===== src/rtl/rstgen_pkg.sv =====
// Shared types and constants for the system-domain reset controller.
package rstgen_pkg;

  typedef enum logic [2:0] {
    RST_SYNC = 3'd0,
    RST_HOLD = 3'd1,
    RST_STEP = 3'd2,
    RST_RUN  = 3'd3,
    RST_SOFT = 3'd4
  } rst_state_e;

  localparam logic [1:0] CAUSE_NONE = 2'b00;
  localparam logic [1:0] CAUSE_EXT  = 2'b01;
  localparam logic [1:0] CAUSE_SOFT = 2'b10;

  function automatic int max_int(input int a, input int b);
    return (a > b) ? a : b;
  endfunction

endpackage


===== src/rtl/rstgen_if.sv =====
// Request/status bundle between the reset controller and its consumers.
interface rstgen_if #(
  parameter int NumDomains = 3
);
  logic                  soft_rst_req_i;
  logic                  cause_clr_i;
  logic [NumDomains-1:0] rst_dom_no;
  logic                  rst_done_o;
  logic [1:0]            rst_cause_o;

  modport master (
    output soft_rst_req_i,
    output cause_clr_i,
    input  rst_dom_no,
    input  rst_done_o,
    input  rst_cause_o
  );

  modport slave (
    input  soft_rst_req_i,
    input  cause_clr_i,
    output rst_dom_no,
    output rst_done_o,
    output rst_cause_o
  );
endinterface


===== src/rtl/rstgen_sync.sv =====
// Async-assert / sync-deassert release chain; rel goes high Stages edges after rst_n rises.
module rstgen_sync #(
  parameter int Stages = 2
) (
  input  logic clk,
  input  logic rst_n,
  output logic rel
);

  logic [Stages-1:0] chain_r;

  // Shift a constant one through the chain once reset is released.
  always_ff @(posedge clk or negedge rst_n) begin
    if (!rst_n) begin
      chain_r <= '0;
    end else begin
      chain_r <= {chain_r[Stages-2:0], 1'b1};
    end
  end

  assign rel = chain_r[Stages-1];

endmodule


===== src/rtl/rstgen_sys.sv =====
// System-domain reset controller: filters the raw reset, stretches it, releases
// domains in order and services soft-reset requests with a sticky cause record.
module rstgen_sys
  import rstgen_pkg::*;
#(
  parameter int SyncStages = 2,
  parameter int HoldCycles = 16,
  parameter int StepCycles = 4,
  parameter int NumDomains = 3
) (
  input logic      clk_sys,
  input logic      rst_sys_n,
  rstgen_if.slave  bus
);

  localparam int CntW    = $clog2(max_int(HoldCycles, StepCycles) + 1);
  localparam int IdxW    = $clog2(NumDomains);
  localparam int LastIdx = NumDomains - 1;

  localparam logic [CntW-1:0] CntMax   = '1;
  localparam logic [CntW-1:0] HoldTerm = CntW'(HoldCycles - 1);
  localparam logic [CntW-1:0] StepTerm = CntW'(StepCycles - 1);
  localparam logic [IdxW-1:0] IdxLast  = IdxW'(LastIdx);

  rst_state_e            state_r;
  logic [CntW-1:0]       cnt_r;
  logic [IdxW-1:0]       idx_r;
  logic                  first_r;
  logic [NumDomains-1:0] dom_r;
  logic                  done_r;
  logic [1:0]            cause_r;
  logic                  sync_rel_s;
  logic                  soft_go_s;

  rstgen_sync #(.Stages(SyncStages)) u_sync (
    .clk   (clk_sys),
    .rst_n (rst_sys_n),
    .rel   (sync_rel_s)
  );

  // A soft request is honoured only once the synchronizer has released.
  assign soft_go_s = bus.soft_rst_req_i &&
                     ((state_r == RST_HOLD) || (state_r == RST_STEP) || (state_r == RST_RUN));

  // Sequencing FSM with shared counter, domain index and cause register.
  always_ff @(posedge clk_sys or negedge rst_sys_n) begin
    if (!rst_sys_n) begin
      state_r <= RST_SYNC;
      cnt_r   <= '0;
      idx_r   <= '0;
      first_r <= 1'b0;
      dom_r   <= '0;
      done_r  <= 1'b0;
      cause_r <= CAUSE_EXT;
    end else begin
      if (soft_go_s) begin
        cause_r <= CAUSE_SOFT;
      end else if (bus.cause_clr_i) begin
        cause_r <= CAUSE_NONE;
      end else begin
        cause_r <= cause_r;
      end

      if (soft_go_s) begin
        // Domain 0 keeps its value; restart from it only if it was never released.
        state_r <= RST_SOFT;
        cnt_r   <= '0;
        first_r <= dom_r[0];
        dom_r   <= {{(NumDomains-1){1'b0}}, dom_r[0]};
        done_r  <= 1'b0;
      end else begin
        case (state_r)
          RST_SYNC: begin
            if (sync_rel_s) begin
              state_r <= RST_HOLD;
              cnt_r   <= '0;
              first_r <= 1'b0;
            end else begin
              cnt_r <= '0;
            end
          end
          RST_HOLD: begin
            if (cnt_r == HoldTerm) begin
              dom_r[IdxW'(first_r)] <= 1'b1;
              cnt_r <= '0;
              if (int'(first_r) == LastIdx) begin
                state_r <= RST_RUN;
                done_r  <= 1'b1;
              end else begin
                state_r <= RST_STEP;
                idx_r   <= IdxW'(first_r) + IdxW'(1);
              end
            end else begin
              cnt_r <= (cnt_r == CntMax) ? cnt_r : cnt_r + CntW'(1);
            end
          end
          RST_STEP: begin
            if (cnt_r == StepTerm) begin
              dom_r[idx_r] <= 1'b1;
              cnt_r <= '0;
              if (idx_r == IdxLast) begin
                state_r <= RST_RUN;
                done_r  <= 1'b1;
              end else begin
                idx_r <= idx_r + IdxW'(1);
              end
            end else begin
              cnt_r <= (cnt_r == CntMax) ? cnt_r : cnt_r + CntW'(1);
            end
          end
          RST_RUN: begin
            cnt_r <= '0;
          end
          RST_SOFT: begin
            cnt_r <= '0;
            if (!bus.soft_rst_req_i) begin
              state_r <= RST_HOLD;
            end else begin
              state_r <= RST_SOFT;
            end
          end
          default: begin
            state_r <= RST_SYNC;
            cnt_r   <= '0;
            dom_r   <= '0;
            done_r  <= 1'b0;
          end
        endcase
      end
    end
  end

  assign bus.rst_dom_no  = dom_r;
  assign bus.rst_done_o  = done_r;
  assign bus.rst_cause_o = cause_r;

endmodule


===== src/flat_wrapper.sv =====
// flat-port wrapper written by rule: the top's interface ports become plain ports
module rstgen_sys_flat import rstgen_pkg::*;
#(
  parameter int SyncStages = 2,
  parameter int HoldCycles = 16,
  parameter int StepCycles = 4,
  parameter int NumDomains = 3
)
  (clk_sys, rst_sys_n, bus_soft_rst_req_i, bus_cause_clr_i, bus_rst_dom_no, bus_rst_done_o, bus_rst_cause_o);
  rstgen_if #(.NumDomains(NumDomains)) bus_i ();
  input logic clk_sys;
  input logic rst_sys_n;
  input wire logic [$bits(bus_i.soft_rst_req_i)-1:0] bus_soft_rst_req_i;
  input wire logic [$bits(bus_i.cause_clr_i)-1:0] bus_cause_clr_i;
  output wire logic [$bits(bus_i.rst_dom_no)-1:0] bus_rst_dom_no;
  output wire logic [$bits(bus_i.rst_done_o)-1:0] bus_rst_done_o;
  output wire logic [$bits(bus_i.rst_cause_o)-1:0] bus_rst_cause_o;
  assign bus_i.soft_rst_req_i = bus_soft_rst_req_i;
  assign bus_i.cause_clr_i = bus_cause_clr_i;
  assign bus_rst_dom_no = bus_i.rst_dom_no;
  assign bus_rst_done_o = bus_i.rst_done_o;
  assign bus_rst_cause_o = bus_i.rst_cause_o;
  rstgen_sys #(.SyncStages(SyncStages), .HoldCycles(HoldCycles), .StepCycles(StepCycles), .NumDomains(NumDomains)) u_core (.clk_sys(clk_sys), .rst_sys_n(rst_sys_n), .bus(bus_i));
endmodule

===== config.mk =====
export PLATFORM = sky130hd
export DESIGN_NAME = rstgen_sys_flat
export DESIGN_NICKNAME = d
export VERILOG_FILES = /design/src/rtl/rstgen_pkg.sv /design/src/rtl/rstgen_if.sv /design/src/rtl/rstgen_sync.sv /design/src/rtl/rstgen_sys.sv /design/src/flat_wrapper.sv
export SDC_FILE = /design/constraint.sdc
export NUM_CORES = 1
export LEC_CHECK = 0
export CAP_MARGIN = 0
export CORE_UTILIZATION = 45
export DETAILED_ROUTE_END_ITERATION = 8
export PLACE_DENSITY = 0.65
export SYNTH_ARGS = -nofsm -noshare
export SYNTH_HDL_FRONTEND = slang
export SYNTH_SLANG_ARGS = --single-unit

===== constraint.sdc =====
create_clock -name clk_sys -period 3.7 [get_ports clk_sys]
set_clock_uncertainty 0.05 [all_clocks]
set_input_delay 1.11 -clock clk_sys [delete_from_list [all_inputs] [get_ports clk_sys]]
set_output_delay 1.11 -clock clk_sys [all_outputs]
set_load 0.03 [all_outputs]

==> results.txt, run 1 <==
Status: complete, no violations
Worst reg2reg endpoint: u_core.bus.rst_dom_no[1]
Final setup margin: 1.04 ns
MaxCap Viol Count: 0
Die ar.: 0.00249 mm^2
Final Cycle Share: 71.8%
P_int: 325 uW
Hold Crit Start: u_core.u_sync.chain_r[0]
CP max stage cell: clkdlybuf4s50_1
Sequential area share after synthesis: 46.1%
Pre-CTS setup slack: 0.941 ns
Global Route Usage Sum: 16.7%
Ant. Diodes: 0
Startpoint types: register
Nets: 115
Fmax: 0.377 GHz
Power Density: 436 mW/mm^2
Number of remaining DRC errors: 0
Mean post-synth cell area: 10.4 um^2
I/O pin total: 10
Die Y: 49.9 um
Total power: 503 uW
Vias in the first global route: 700
Clock-pin transition on the worst setup and hold timing paths: 0.11 ns
Cts repair resizes: 0
Final ANT Viol Nets: 0
R2r worst-path depth: 5
#FFs+latches synth: 19
Drt pass-1 iters: 4
Largest net degree at the start of global routing: 20
Worst Hold Endpoint: u_core.u_sync.chain_r[1]
Clk root buf: clkbuf_4
Final setup vio count: 0
Crit-path cells: clkdlybuf4s50_1
Sequential Power Share: 54.2%
CTS HTree Levels: 1
Setup tns final: 0 ns
Initial antenna violation count: 0
Top cells by count, synth: dfrtp_1, nor2_1, nand2_1
Tmin final: 2.66 ns
Synth Cell Area: 0.00103 mm^2
Area growth, synth to finish: 11.6%
Most common cell in the netlist: dfrtp_1
Cts hold-fix bufs: 0
Hold Path Class: reg -> reg
Iteration-0 DRC Markers: 27
Clock Tree Buf Depth: 2
CP Depth: 1
Worst EP required: 2.54 ns
Worst setup path class: reg -> out
Total wire length: 1760 um
Initial Util: 50.1%
Fillers: 185
Unrepaired setup endpoints after global routing: false
Post-CTS setup buffer count: 0
Worst Max-Slew Pin Slew: 0.857 ns
Clock group share of total power: 20.8%
First-pass GRT wire length: 3040 um
Row count: 16
Synth top area share: 43.6%
Psw: 178 uW
Synth warn: 0
Max Slew Vio Count: 0
Relative slew slack: 42.7%
Cell area after layout: 0.00115 mm^2
WL per Instance: 13.1 um
HPWL after DPL: 1270 um
Final Hold Viols: 0
Clock sink count: 19
Post-synth cell types: 40
Top cells by area, synth: dfrtp_1, nor2_1, dfstp_2, a21oi_1, a31oi_1
Placed Instance Area: 0.00113 mm^2
Top FF cell, synth: dfrtp_1
Switching share of power: 35.4%
Worst Path Buf+Inv: 1
EDFF count, synth: 0
CP Capture Type: output port
Hold WS: 0.317 ns
Gate Count Post-Synth: 99
Asr flop ratio synth: 100%
Worst Path Arrival: 1.50 ns
Hold Path Depth: 0
Syn Nets: 105
CP Max Fanout: 2
Clock latency on the worst-skew pair: 0.29 ns
Via/cell ratio: 5.40
Clock buffer count from CTS: 3
Total congestion overflow: 0
RR Startpoint: u_core.cnt_r[0]
Die X: 49.9 um
Routability Congestion: 0.777
CP max stage delay: 0.66 ns
Share of cells above drive strength 1: 11.1%
Leak pwr: 0.000520 uW
CTS tree: yes
Via count: 729
Port bufs: 9
Reg-to-reg setup timing slack: 1.86 ns
Core Box Area: 0.00206 mm^2
Cell taking the most area after synthesis: dfrtp_1
Combinational power share: 25.0%
Cell family with most CP delay: buffers and inverters
Max VDD drop: 235 uV
-- through the flow --
stage | util, % | instances
final | 55.9 | 135
after global placement | 54.6 | 131
after global routing | 55.9 | 135
after CTS | 55.9 | 135
after detailed placement | 54.6 | 131
after floorplan | - | 99
-- power by group through the flow --
stage	Clock, uW	Combinational [uW]	Sequential, uW
6_report	105	126	272
5_1_grt	120	140	277
4_1_cts	111	127	272
3_5_place_dp	0	126	277
3_3_place_gp	0	125	276
2_1_floorplan	0	111	258
-- placed cells by master, fill, tap and decap left out, types with 2 or more instances in the layout --
| master | count |
|---|---|
| inv_1 | 5 |
| o21ai_1 | 2 |
| a31oi_1 | 4 |
| clkbuf_4 | 3 |
| dfrtp_1 | 18 |
| xnor2_1 | 2 |
| nor2b_1 | 4 |
| clkdlybuf4s50_1 | 9 |
| ha_1 | 2 |
| mux2i_1 | 2 |
| and2_1 | 2 |
| mux2_1 | 2 |
| nand3_1 | 3 |
| a21oi_1 | 5 |
| nand2b_1 | 3 |
| o22ai_1 | 2 |
| nand2_1 | 6 |
| o21ai_0 | 4 |
| nor3b_1 | 2 |
| nor2_1 | 8 |
-- routing by layer --
metal	track usage [%]	routed length, um	up-vias
li1	-	-	364
met1	23.2	909	349
met2	23.6	772	14
met3	3.70	63	2
met4	9.52	19	0
met5	0	0	-
-- area by class of cell --
class / instances / area [um^2] / area share (%)
Multi-Input combinational cell: 71 / 507 / 43.9
Sequential cell: 19 / 477 / 41.3
Timing Repair Buffer: 9 / 90.1 / 7.81
Tap cell: 27 / 33.8 / 2.93
Clock buffer: 3 / 22.5 / 1.95
Inverter: 5 / 18.8 / 1.63
Clock inverter: 1 / 5.00 / 0.434
-- state kept, by name, indices dropped and copies added, names as in the netlist --
name and count:
u_core.first_r 1, u_core.bus.rst_dom_no 3, u_core.u_sync.chain_r 2, u_core.cnt_r 5, u_core.bus.rst_done_o 1, u_core.bus.rst_cause_o 2, u_core.state_r 3, u_core.idx_r 2
-- how the worst max path moves through the flow --
stage                         startpoint                        to  slack [ns]
2_1_floorplan         bus_soft_rst_req_i  u_core.bus.rst_dom_no[1]        1.56
6_report       u_core.bus.rst_cause_o[0]        bus_rst_cause_o[0]        1.04
4_1_cts        u_core.bus.rst_cause_o[0]        bus_rst_cause_o[0]        1.03
3_3_place_gp          bus_soft_rst_req_i  u_core.bus.rst_dom_no[1]        0.98
5_1_grt        u_core.bus.rst_cause_o[0]        bus_rst_cause_o[0]         1.0
3_5_place_dp          bus_soft_rst_req_i  u_core.bus.rst_dom_no[1]        0.94
-- cell families (layout without fill, tap and decap cells) --
family          Yosys count  after routing  synth area share (%)
fa+ha+maj                 2              2                  2.42
simple gates             37             37                  23.4
buf+inv                   9             18                  4.84
xor+xnor                  3              3                  2.54
flops                    19             19                  46.1
other cells               1              1                 0.363
mux                       5              5                  5.57
compound gates           23             23                  14.8
No activity file was read; power rests on OpenSTA's default activity.
==> run 2: changes to the inputs <==
==> constraint.sdc (replaced) <==
create_clock -name clk_sys -period 2.5 [get_ports clk_sys]
set_clock_uncertainty 0.05 [all_clocks]
set_input_delay 0.75 -clock clk_sys [delete_from_list [all_inputs] [get_ports clk_sys]]
set_output_delay 0.75 -clock clk_sys [all_outputs]
set_load 0.03 [all_outputs]
==> run 2 against run 1 <==
  * Die area is the same
  * Combinational power grew 53%
  * Sequential power grew 49%
  * Register-to-register slack lost 1.2 ns
  * Critical path type unchanged
  * Total power grew 50%
  * Flip-flop and latch count is the same
  * Routed wire length grew 9.4%
  * Design area grew 1.3%
  * Global-route usage grew 1.6 points
  * Critical endpoint unchanged
  * Cell count grew 1.5%
==> results.txt, run 2 (synthesized netlist as in run 1, its figures left out) <==
Status: complete, no violations
Worst EP required: 1.70 ns (-0.84 ns)
I/O pin total: 10 (unchanged)
Setup tns final: 0 ns (unchanged)
CP max stage cell: clkdlybuf4s50_1
Combinational power share: 25.6% (+0.6 points)
Clock sink count: 19 (unchanged)
Unrepaired setup endpoints after global routing: false
Final setup vio count: 0 (unchanged)
Clock Tree Buf Depth: 2 (unchanged)
Clk root buf: clkbuf_4
Worst setup path class: reg -> out
Die X: 49.9 um (unchanged)
MaxCap Viol Count: 0 (unchanged)
Area growth, synth to finish: 13.1%
Vias in the first global route: 751 (+7.3%)
Clock-pin transition on the worst setup and hold timing paths: 0.10 ns (about the same)
Leak pwr: 0.000530 uW (+1.8%)
Number of remaining DRC errors: 0 (unchanged)
Worst reg2reg endpoint: u_core.bus.rst_dom_no[1]
Total wire length: 1930 um (+9.4%)
Crit-path cells: clkdlybuf4s50_1
Clock group share of total power: 20.6% (-0.2 points)
Fmax: 0.433 GHz
Worst Path Arrival: 1.51 ns (about the same)
Total power: 754 uW (+50%)
Hold Path Depth: 0 (unchanged)
Largest net degree at the start of global routing: 14 (-30%)
HPWL after DPL: 1480 um (+17%)
Hold Crit Start: u_core.u_sync.chain_r[0]
CP Capture Type: output port
Via/cell ratio: 5.53 (+2.5%)
Commonest non-fill, non-tap cells in the layout: dfrtp_1, clkdlybuf4s50_1, nor2_1, nand2_1
Commonest non-fill, non-tap cell in the layout: dfrtp_1
Cts hold-fix bufs: 0 (unchanged)
First-pass GRT wire length: 3420 um (+12%)
Clock buffer count from CTS: 3 (unchanged)
RR Startpoint: u_core.cnt_r[0]
Psw: 271 uW (+53%)
Initial antenna violation count: 0 (unchanged)
CP max stage delay: 0.66 ns (about the same)
Relative slew slack: 66.0% (+23 points)
Worst Path Buf+Inv: 1 (unchanged)
Worst Hold Endpoint: u_core.u_sync.chain_r[1]
CTS tree: yes
Reg-to-reg setup timing slack: 0.64 ns (-1.22 ns)
Max Slew Vio Count: 0 (unchanged)
Power Density: 646 mW/mm^2 (+48%)
Iteration-0 DRC Markers: 15 (-44%)
WL per Instance: 14.1 um (+7.8%)
Total congestion overflow: 0 (unchanged)
Row count: 16 (unchanged)
Die ar.: 0.00249 mm^2 (unchanged)
Routability Congestion: 0.809 (+4.1%)
Worst Max-Slew Pin Slew: 0.509 ns (-0.348 ns)
Die Y: 49.9 um (unchanged)
Final Cycle Share: 92.5%
Global Route Usage Sum: 18.3% (+1.6 points)
R2r worst-path depth: 5 (unchanged)
Switching share of power: 36.0% (+0.58 points)
Clock latency on the worst-skew pair: 0.30 ns (about the same)
Sequential Power Share: 53.8% (-0.4 points)
Via count: 758 (+4.0%)
CP Max Fanout: 2 (unchanged)
Top reg by flops: u_core.cnt_r
Cts repair resizes: 0 (unchanged)
Share of cells above drive strength 1: 12.7% (+1.6 points)
CTS HTree Levels: 1 (unchanged)
Finished Core Util: 56.7% (+0.73 points)
Max VDD drop: 538 uV (+130%)
P_int: 483 uW (+49%)
Post-CTS setup buffer count: 0 (unchanged)
Port bufs: 9 (unchanged)
Hold Path Class: reg -> reg
Max FFs per register: 5 (unchanged)
Nets: 117 (+1.7%)
Cell family with most CP delay: buffers and inverters
Core Box Area: 0.00206 mm^2 (unchanged)
Initial Util: 50.1% (unchanged)
Final ANT Viol Nets: 0 (unchanged)
Final Hold Viols: 0 (unchanged)
Tmin final: 2.31 ns
Drt pass-1 iters: 4 (unchanged)
Startpoint types: register
Ant. Diodes: 0 (unchanged)
[run 2: cell count changes in the layout (fill, tap and decap cells not counted)]
cell	before	now
buf_4	0	2
[run 2: worst max path at each step]
| stage | cells past startpoint | start | end |
|---|---|---|---|
| 2_1_floorplan | 3 | bus_soft_rst_req_i | u_core.bus.rst_dom_no[1] |
| 3_3_place_gp | 4 | bus_soft_rst_req_i | u_core.bus.rst_dom_no[1] |
| 3_5_place_dp | 4 | bus_soft_rst_req_i | u_core.bus.rst_dom_no[1] |
| 4_1_cts | 1 | u_core.bus.rst_cause_o[0] | bus_rst_cause_o[0] |
| 5_1_grt | 1 | u_core.bus.rst_cause_o[0] | bus_rst_cause_o[0] |
| 6_report | 1 | u_core.bus.rst_cause_o[0] | bus_rst_cause_o[0] |
[run 2: cell type report]
cell class              instances  area, um^2
inverters                       5        18.8
clock inverters                 1        5.00
multi-input cells              71         507
fillers                       194         893
repair buffers                 11         105
clock buffers                   3        22.5
well taps                      27        33.8
flip-flops and latches         19         477
[run 2: per-layer routing]
metal  vias to the layer above  GRT usage, %  wire (um)
li1                        373             -          -
met5                         -             0          0
met1                       371          24.6        922
met3                         4          5.56         60
met4                         0          5.24         18
met2                        10          28.4        930
[run 2: stage by stage]
| step | instance area (um^2) | std cells | setup slack [ns] | hold WS, ns |
|---|---|---|---|---|
| after CTS | 1170 | 137 | 0.166 | 0.315 |
| after detailed placement | 1140 | 133 | 0.255 | 0.289 |
| final | 1170 | 137 | 0.188 | 0.310 |
| after floorplan | 1030 | 99 | 0.724 | 0.281 |
| after global placement | 1140 | 133 | 0.289 | 0.290 |
| after global routing | 1170 | 137 | 0.136 | 0.335 |
[run 2: power groups by stage]
stage	Sequential [uW]	Combinational, uW	Clock, uW
after global placement	410	188	0
after floorplan	382	164	0
final	406	193	155
after global routing	412	213	175
after detailed placement	410	193	0
after CTS	405	194	160
